$ cat config.mk
export PLATFORM = sky130hd
export DESIGN_NAME = fwd_scoreboard
export DESIGN_NICKNAME = d
export VERILOG_FILES = /design/src/rtl/fwd_pkg.sv /design/src/rtl/fwd_match.sv /design/src/rtl/fwd_scoreboard.sv
export SDC_FILE = /design/constraint.sdc
export NUM_CORES = 1
export LEC_CHECK = 0
export ABC_AREA = 1
export CAP_MARGIN = 20
export CORE_MARGIN = 2
export CORE_UTILIZATION = 50
export DETAILED_ROUTE_END_ITERATION = 10
export PLACE_DENSITY = 0.71
export RECOVER_POWER = 100
export REMOVE_ABC_BUFFERS = 1
export SYNTH_ARGS = -nofsm -noshare
export SYNTH_HDL_FRONTEND = slang
export SYNTH_HIERARCHICAL = 1
export SYNTH_SLANG_ARGS = --single-unit
$ cat constraint.sdc
create_clock -name clk -period 2.9 [get_ports clk]
set_input_delay 0.29 -clock clk [delete_from_list [all_inputs] [get_ports clk]]
set_output_delay 0.29 -clock clk [all_outputs]
set_load 0.005 [all_outputs]
$ cat src/rtl/fwd_pkg.sv
// Shared types for the forwarding scoreboard: slot entry, select encoding, select width.
// Latency: n/a (types and constants only).
// Backpressure: n/a.
package fwd_pkg;

    // Slot fields are sized for the widest supported core; narrower tags are zero-extended.
    localparam int FWD_RD_W   = 8;
    localparam int FWD_LAT_W  = 4;
    localparam int FWD_SEL_RF = 0;

    typedef struct packed {
        logic                 valid;
        logic [FWD_RD_W-1:0]  rd;
        logic [FWD_LAT_W-1:0] lat;
    } fwd_entry_t;

    function automatic int fwd_sel_width(input int depth);
        return (depth < 1) ? 1 : $clog2(depth + 1);
    endfunction

endpackage

$ cat src/rtl/fwd_match.sv
// Per-operand priority matcher: youngest matching slot gives the forward select or a hazard.
// Latency: purely combinational.
// Backpressure: none; the hazard output feeds the top-level stall.
module fwd_match
    import fwd_pkg::*;
#(
    parameter int REG_ADDR_W = 5,
    parameter int DEPTH      = 3,
    parameter int SEL_W      = 2
) (
    input  fwd_entry_t             slots [1:DEPTH],
    input  logic [REG_ADDR_W-1:0]  addr,
    input  logic                   used,
    output logic [SEL_W-1:0]       sel,
    output logic                   hazard
);

    logic found;
    int   win;
    int   win_lat;

    always_comb begin
        found   = 1'b0;
        win     = 0;
        win_lat = 0;
        // Scan oldest to youngest so the youngest match is the one left standing.
        for (int k = DEPTH; k >= 1; k--) begin
            if (slots[k].valid && slots[k].rd == FWD_RD_W'(addr)) begin
                found   = 1'b1;
                win     = k;
                win_lat = int'(slots[k].lat);
            end
        end

        sel    = SEL_W'(FWD_SEL_RF);
        hazard = 1'b0;
        if (used && addr != '0 && found) begin
            if (win > win_lat) sel    = SEL_W'(win);
            else               hazard = 1'b1;
        end
    end

endmodule

$ cat src/rtl/fwd_scoreboard.sv
// Forwarding and load-use hazard unit tracking in-flight destination tags in a slot shift register.
// Latency: fwd_sel/stall combinational from slots and id_* inputs; slots update one edge after issue.
// Backpressure: stall holds decode and inserts a bubble; hold freezes all state.
module fwd_scoreboard
    import fwd_pkg::*;
#(
    parameter  int REG_ADDR_W = 5,
    parameter  int NUM_SRC    = 2,
    parameter  int DEPTH      = 3,
    parameter  int LOAD_LAT   = 1,
    parameter  int CNT_W      = 16,
    localparam int SEL_W      = fwd_sel_width(DEPTH)
) (
    input  logic                          clk,
    input  logic                          rst,
    input  logic                          hold,
    input  logic                          flush,
    input  logic                          id_valid,
    input  logic                          id_regwrite,
    input  logic                          id_is_load,
    input  logic [REG_ADDR_W-1:0]         id_rd,
    input  logic [NUM_SRC*REG_ADDR_W-1:0] id_src_addr,
    input  logic [NUM_SRC-1:0]            id_src_used,
    output logic [NUM_SRC*SEL_W-1:0]      fwd_sel,
    output logic                          stall,
    output logic [CNT_W-1:0]              stall_count
);

    fwd_entry_t         slots [1:DEPTH];
    fwd_entry_t         new_entry;
    logic [NUM_SRC-1:0] hazard;

    for (genvar i = 0; i < NUM_SRC; i++) begin : g_src
        fwd_match #(
            .REG_ADDR_W (REG_ADDR_W),
            .DEPTH      (DEPTH),
            .SEL_W      (SEL_W)
        ) u_match (
            .slots  (slots),
            .addr   (id_src_addr[i*REG_ADDR_W +: REG_ADDR_W]),
            .used   (id_valid & id_src_used[i]),
            .sel    (fwd_sel[i*SEL_W +: SEL_W]),
            .hazard (hazard[i])
        );
    end

    assign stall = |hazard;

    // A stalled instruction is not entered; slot 1 becomes a bubble instead.
    always_comb begin
        new_entry       = '0;
        new_entry.valid = id_valid & ~stall & id_regwrite & (id_rd != '0);
        new_entry.rd    = FWD_RD_W'(id_rd);
        new_entry.lat   = id_is_load ? FWD_LAT_W'(LOAD_LAT) : '0;
    end

    always_ff @(posedge clk) begin
        if (rst) begin
            for (int k = 1; k <= DEPTH; k++) slots[k] <= '0;
            stall_count <= '0;
        end else if (flush) begin
            for (int k = 1; k <= DEPTH; k++) slots[k].valid <= 1'b0;
        end else if (!hold) begin
            for (int k = DEPTH; k >= 2; k--) slots[k] <= slots[k-1];
            slots[1] <= new_entry;
            if (stall && stall_count != '1) stall_count <= stall_count + CNT_W'(1);
        end
    end

endmodule
# After elaboration in Yosys (flattened, before gate mapping)
# Cells that the tools add are included.
# op_classes
multipliers	0
div_mod_pow	0
muxes	27
eq_ne	7
shift	0
bitwise_logic	8
magnitude_cmp	2
addsub	1
n_reduce_logical	18
# op_table
operator	n
$eq A5 B5 Y1	6
$mux W4	6
$mux W2	10
$add A16 B1 Y16 const B	1
$ne A16 B16 Y1 const B	1
$reduce_bool A5 Y1	3
$logic_and A1 B1 Y1	11
$mux W1	11
$gt A2 B4 Y1	2
$and A1 B1 Y1	5
$reduce_or A2 Y1	2
$not A1 Y1	3
$reduce_and A3 Y1	1
$reduce_and A2 Y1	1
# word_totals
mem_count	0
ram_bits	0
rom_bits	0
ff_bits	46
word_cells	73
inputBits	24
output_inout_bits	21
latch_bits	0

# Depth between registers and ports, before layout
# logic_depth
ltp_word	13
depth_mapped	20

# By module
# The synthesis kept the hierarchy.
# modules_own_cells
mod	instances	area_each_um2	seq_area_each_um2	cells_each
fwd_scoreboard	1	1814.2	740.7	270
fwd_match	2	555.5	0.0	111

# Worst setup path after synthesis
# No wires, ideal clock.
# synth_timing
path_kind	flip-flop to flip-flop
start	register, netlist name slots[31]
end	register stall_count[1]
setup_ns	0.113
path_stages_with_launch	20
n_path_buf	0
path_slack_ns	0.416
arrival_ns	2.371
t_required_ns	2.787
cell_sequence	dfxtp_1 inv_1 nand2_1 nand2_1 nor2_1 nand2_1 nor2_4 inv_1 nand3_1 o21ai_0 ha_1 a21oi_1 a21oi_1 a21oi_2 nor2_8 clkinv_1 nand3_2 nand2_1 nand2_1 nor2_1
# synth_via
elab_chain_cells	9
word_cells_on_any_way	21
# synth_rtl
item	line_no	source
$eq A5 B5 Y1 (*)	fwd_match.sv:28	if (slots[k].valid && slots[k].rd == FWD_RD_W'(addr)) begin
$logic_and A1 B1 Y1 (*)	fwd_match.sv:28	
$mux W2 / $mux W4 (equally long branches)	fwd_match.sv:28	
$gt A2 B4 Y1	fwd_match.sv:38	if (win > win_lat) sel = SEL_W'(win);
$mux W1	fwd_match.sv:38	
$mux W1 (*)	fwd_match.sv:37	if (used && addr != '0 && found) begin
net hazard[1]	fwd_scoreboard.sv:31	logic [NUM_SRC-1:0] hazard;
$reduce_or A2 Y1 (*)	fwd_scoreboard.sv:47	assign stall = |hazard;
net stall	fwd_scoreboard.sv:25	output logic stall,
$logic_and A1 B1 Y1 (*)	fwd_scoreboard.sv:66	if (stall && stall_count != '1) stall_count <= stall_count + CNT_W'(1);
$reduce_and A3 Y1 (no line) (*)	n/a	
end signal: assignment	fwd_scoreboard.sv:66	
end: declaration	fwd_scoreboard.sv:26	output logic [CNT_W-1:0] stall_count
# Mark *: on every way through the listed nets, which the timed path passes. The rest lies on a longest branch.
# A chain may end at the register's enable or synchronous reset.

# Final worst setup path
# layout_timing
start	register, netlist name slots[34]
end	output port stall
# layout_via
elab_chain_cells	7
word_cells_on_any_way	19
# layout_rtl
item	line_no
$eq A5 B5 Y1 (*)	fwd_match.sv:28
$logic_and A1 B1 Y1 (*)	fwd_match.sv:28
$mux W2 / $mux W4 (equally long branches)	fwd_match.sv:28
$gt A2 B4 Y1	fwd_match.sv:38
$mux W1	fwd_match.sv:38
$mux W1 (*)	fwd_match.sv:37
net hazard[1]	fwd_scoreboard.sv:31
$reduce_or A2 Y1 (*)	fwd_scoreboard.sv:47
end: declaration	fwd_scoreboard.sv:25
# Marked as above.

==> results.tsv <==
metric	value	unit
status	finished clean	
Synth-to-Final Area Change	34.4	%
GRT Residual Overflow	0	
Detail Route Antenna Nets	0	
first-pass GRT wire length	12.9	mm
Rows	27	
R2R Path End	stall_count[14]$_SDFFE_PP0P_	
WHS	0.517	ns
Die H	80.5	um
kind of critical path	reg2out	
hold path startpoint	slots[12]$_SDFFE_PP0N_	
CP Data Required Time	2.61	ns
worst hold path type	reg2reg	
CP Cell Sequence	xor2_1 -> nor2_1 -> nand2_2 -> nor2_4 -> inv_2 -> nand3_1 -> o21ai_0 -> ha_1 -> a21oi_2 -> a21oi_4 -> a21oi_4 -> nor2_8 -> inv_2 -> dlygate4sd2_1	
nets	635	
reg2reg path depth	18	
vias	3238	
ys async rst share	0	%
synthesized cell area	2930	sq um
Core Region	5570	sq um
LEAKAGE	1.90	nW
share of post-route cells with drive strength above 1	20.3	%
Startpoint Class	flip-flop	
CTS tree	yes	
largest family of logic cells by synthesized area	simple AND/OR/NAND/NOR gates	
GPL Wtd Cong	0.879	
initial antenna violation count	0	
H-tree levels	2	
crit-path max cell delay	0.35	ns
final worst slack	0.0915	ns
total CTS buffers	5	
total power	1.13	mW
final hold vios	0	
internal reg-to-reg setup slack	0.25	ns
Port Buffers	44	
wire length per cell	11.4	um
starting density of the core	52.5	%
synth top area cells	dfxtp_1 (25%), nand2_1 (15%), nor2_1 (14%)	
unrepaired setup endpoints after global routing	yes	
Reg-to-Reg Start	slots[34]$_SDFFE_PP0P_	
antenna fix cells	0	
max_cap viols	0	
mux contribution to synthesized area	0	%
Synth Area in Simple Gates	49.8	%
Sink Count	37	
PD cells	287	nW/um^2
Slew headroom	48.2	%
Compound-Gate Fraction of Synth Area	8.81	%
post-layout min period	2.81	ns
Die X-Extent	80.5	um
highest clock rate	0.356	GHz
Post-synth top cells	nand2_1 (119), nor2_1 (109), inv_1 (60)	
vias in the first global route	2998	
Crit. End Element	output pin	
post-DP HPWL	5.72	mm
Synth Warn #	6	
maximum vdd ir drop	0.000264	V
fillers	506	
crit path DAT	2.52	ns
Critical-path top delay cell	dfxtp_2	
Clock Latency Late Sink	0.30	ns
cell taking the most area after synthesis	dfxtp_1	
XOR/XNOR share of the synthesized area	2.40	%
syn avg cell area	5.95	sq um
CP startpoint	slots[34]$_SDFFE_PP0P_	
num ports	45	
Synth top area share	25.3	%
gr usage total	25.6	%
cells after synthesis	492	
DRC Markers	0	
dpl cell area	3790	sq um
worst slew pin tran	0.776	ns
count leader, synth	nand2_1	
hold buffer count at cts	0	
Die ar.	6480	sq um
sequential area share after synthesis	25.3	%
Yosys cell types	32	
vias per inst	4.77	
final setup violation count	0	
end of the worst hold path	slots[12]$_SDFFE_PP0N_	
Top FF cell, synth	dfxtp_1	
initial DRC count	146	
Clock Skew	0.00703	ns
Slew Limit Fails	0	
crit path max fanout	6	
Worst Hold Depth	2	
Post-synth EDFFs	0	
Max Root-Sink Buffers	2	
drt total wl	7.72	mm
Synth Register Bits	37	
CTS root buffer	clkbuf_8	
largest net degree at the start of global routing	27	
worst slack, placed	-0.376	ns
DR pass1 iterations	4	
Post-Synth Adder-Cell Area	2.14	%
Tcrit/Tclk final	96.8	%
post-route cell area	3930	sq um
clk slew on worst S/H paths	0.09	ns
==> metal layers <==
layer	vias up	share of wire, %	global-route usage, %	wire [um]
met5	-	0	0	0
met4	0	1.9	9.49	148
met3	16	4.3	4.27	335
met2	66	50	48.1	3830
met1	1435	44	28.6	3410
li1	1721	-	-	-
==> power breakdown <==
| part | leakage [nW] | switching (mW) | internal (mW) |
|---|---|---|---|
| sequential | 0.306 | 0.0241 | 0.526 |
| clock | 0.0364 | 0.215 | 0.169 |
| combinational | 1.56 | 0.111 | 0.0826 |
==> cells by family after synthesis <==
| logic type | count (synthesis) |
|---|---|
| compound gates | 48 |
| xor+xnor | 8 |
| fa+ha+maj | 5 |
| buf+inv | 82 |
| flops | 37 |
| other cells | 1 |
| simple gates | 311 |
==> worst max path at each step <==
| stage | endpoint | cells past startpoint | slack (ns) |
|---|---|---|---|
| 6_report | stall | 14 | 0.09 |
| 3_3_place_gp | stall | 13 | -0.38 |
| 5_1_grt | stall | 16 | -0.08 |
| 2_1_floorplan | stall_count[1]$_SDFFE_PP0P_ | 19 | 0.41 |
| 4_1_cts | stall | 16 | 0.03 |
| 3_5_place_dp | stall | 15 | -0.38 |
==> worst max-delay path, delay by kind of cell (launching register included) <==
kind                       cells  cell delay, ns
buffers and inverters          3            0.36
xor gates and xnor gates       1            0.16
adders and majority gates      1            0.35
AOI/OAI and AO/OA              4            0.55
and+or+nand+nor                5            0.46
DFF                            1            0.35
==> metrics by stage <==
stage                     setup TNS, ns  utilization [%]  std cells
after floorplan                       0                -        519
after global placement            -4.67             68.0        668
after detailed placement          -5.15             68.0        668
after CTS                             0             70.2        679
after global routing            -0.0801             70.5        679
final                                 0             70.5        679
==> sequential cells by signal, indices dropped and copies added, names as in the netlist <==
name,count
slots,21
stall_count,16
==> cells in the final DEF, fill, tap and decap left out, types with 3 or more instances in the layout <==
| master | count |
|---|---|
| clkdlybuf4s50_1 | 11 |
| a21oi_2 | 5 |
| a21oi_1 | 8 |
| nor2_1 | 108 |
| nor2_2 | 4 |
| buf_4 | 35 |
| clkbuf_8 | 5 |
| nor2_4 | 11 |
| dlygate4sd3_1 | 18 |
| nand2_2 | 12 |
| dfxtp_1 | 27 |
| dfxtp_2 | 8 |
| conb_1 | 36 |
| nand3_2 | 5 |
| ha_1 | 5 |
| o21ai_0 | 26 |
| clkbuf_2 | 4 |
| a21oi_4 | 3 |
| inv_2 | 16 |
| clkinvlp_4 | 3 |
| dlygate4sd2_1 | 11 |
| inv_1 | 58 |
| o21ai_1 | 4 |
| nand2_1 | 118 |
| nand4_1 | 8 |
| xor2_1 | 6 |
| nand3_1 | 32 |
| or2_2 | 4 |
==> timing repair <==
item,in CTS,in global routing
gates resized for setup,31,16
buffers inserted,3,0
setup endpoints to repair,5,18
pin swaps,13,6
cloned,0,0
==> cell type report <==
cell class	count	area, sq um	share of cell area [%]
flip-flops and latches	37	758	19.3
repair buffers	80	689	17.5
well taps	72	90.1	2.29
clock inverters	3	22.5	0.573
multi-input cells	408	2030	51.5
inverters	74	278	7.06
clock buffers	5	68.8	1.75
Note: power is estimated with default switching activity, not from simulation.
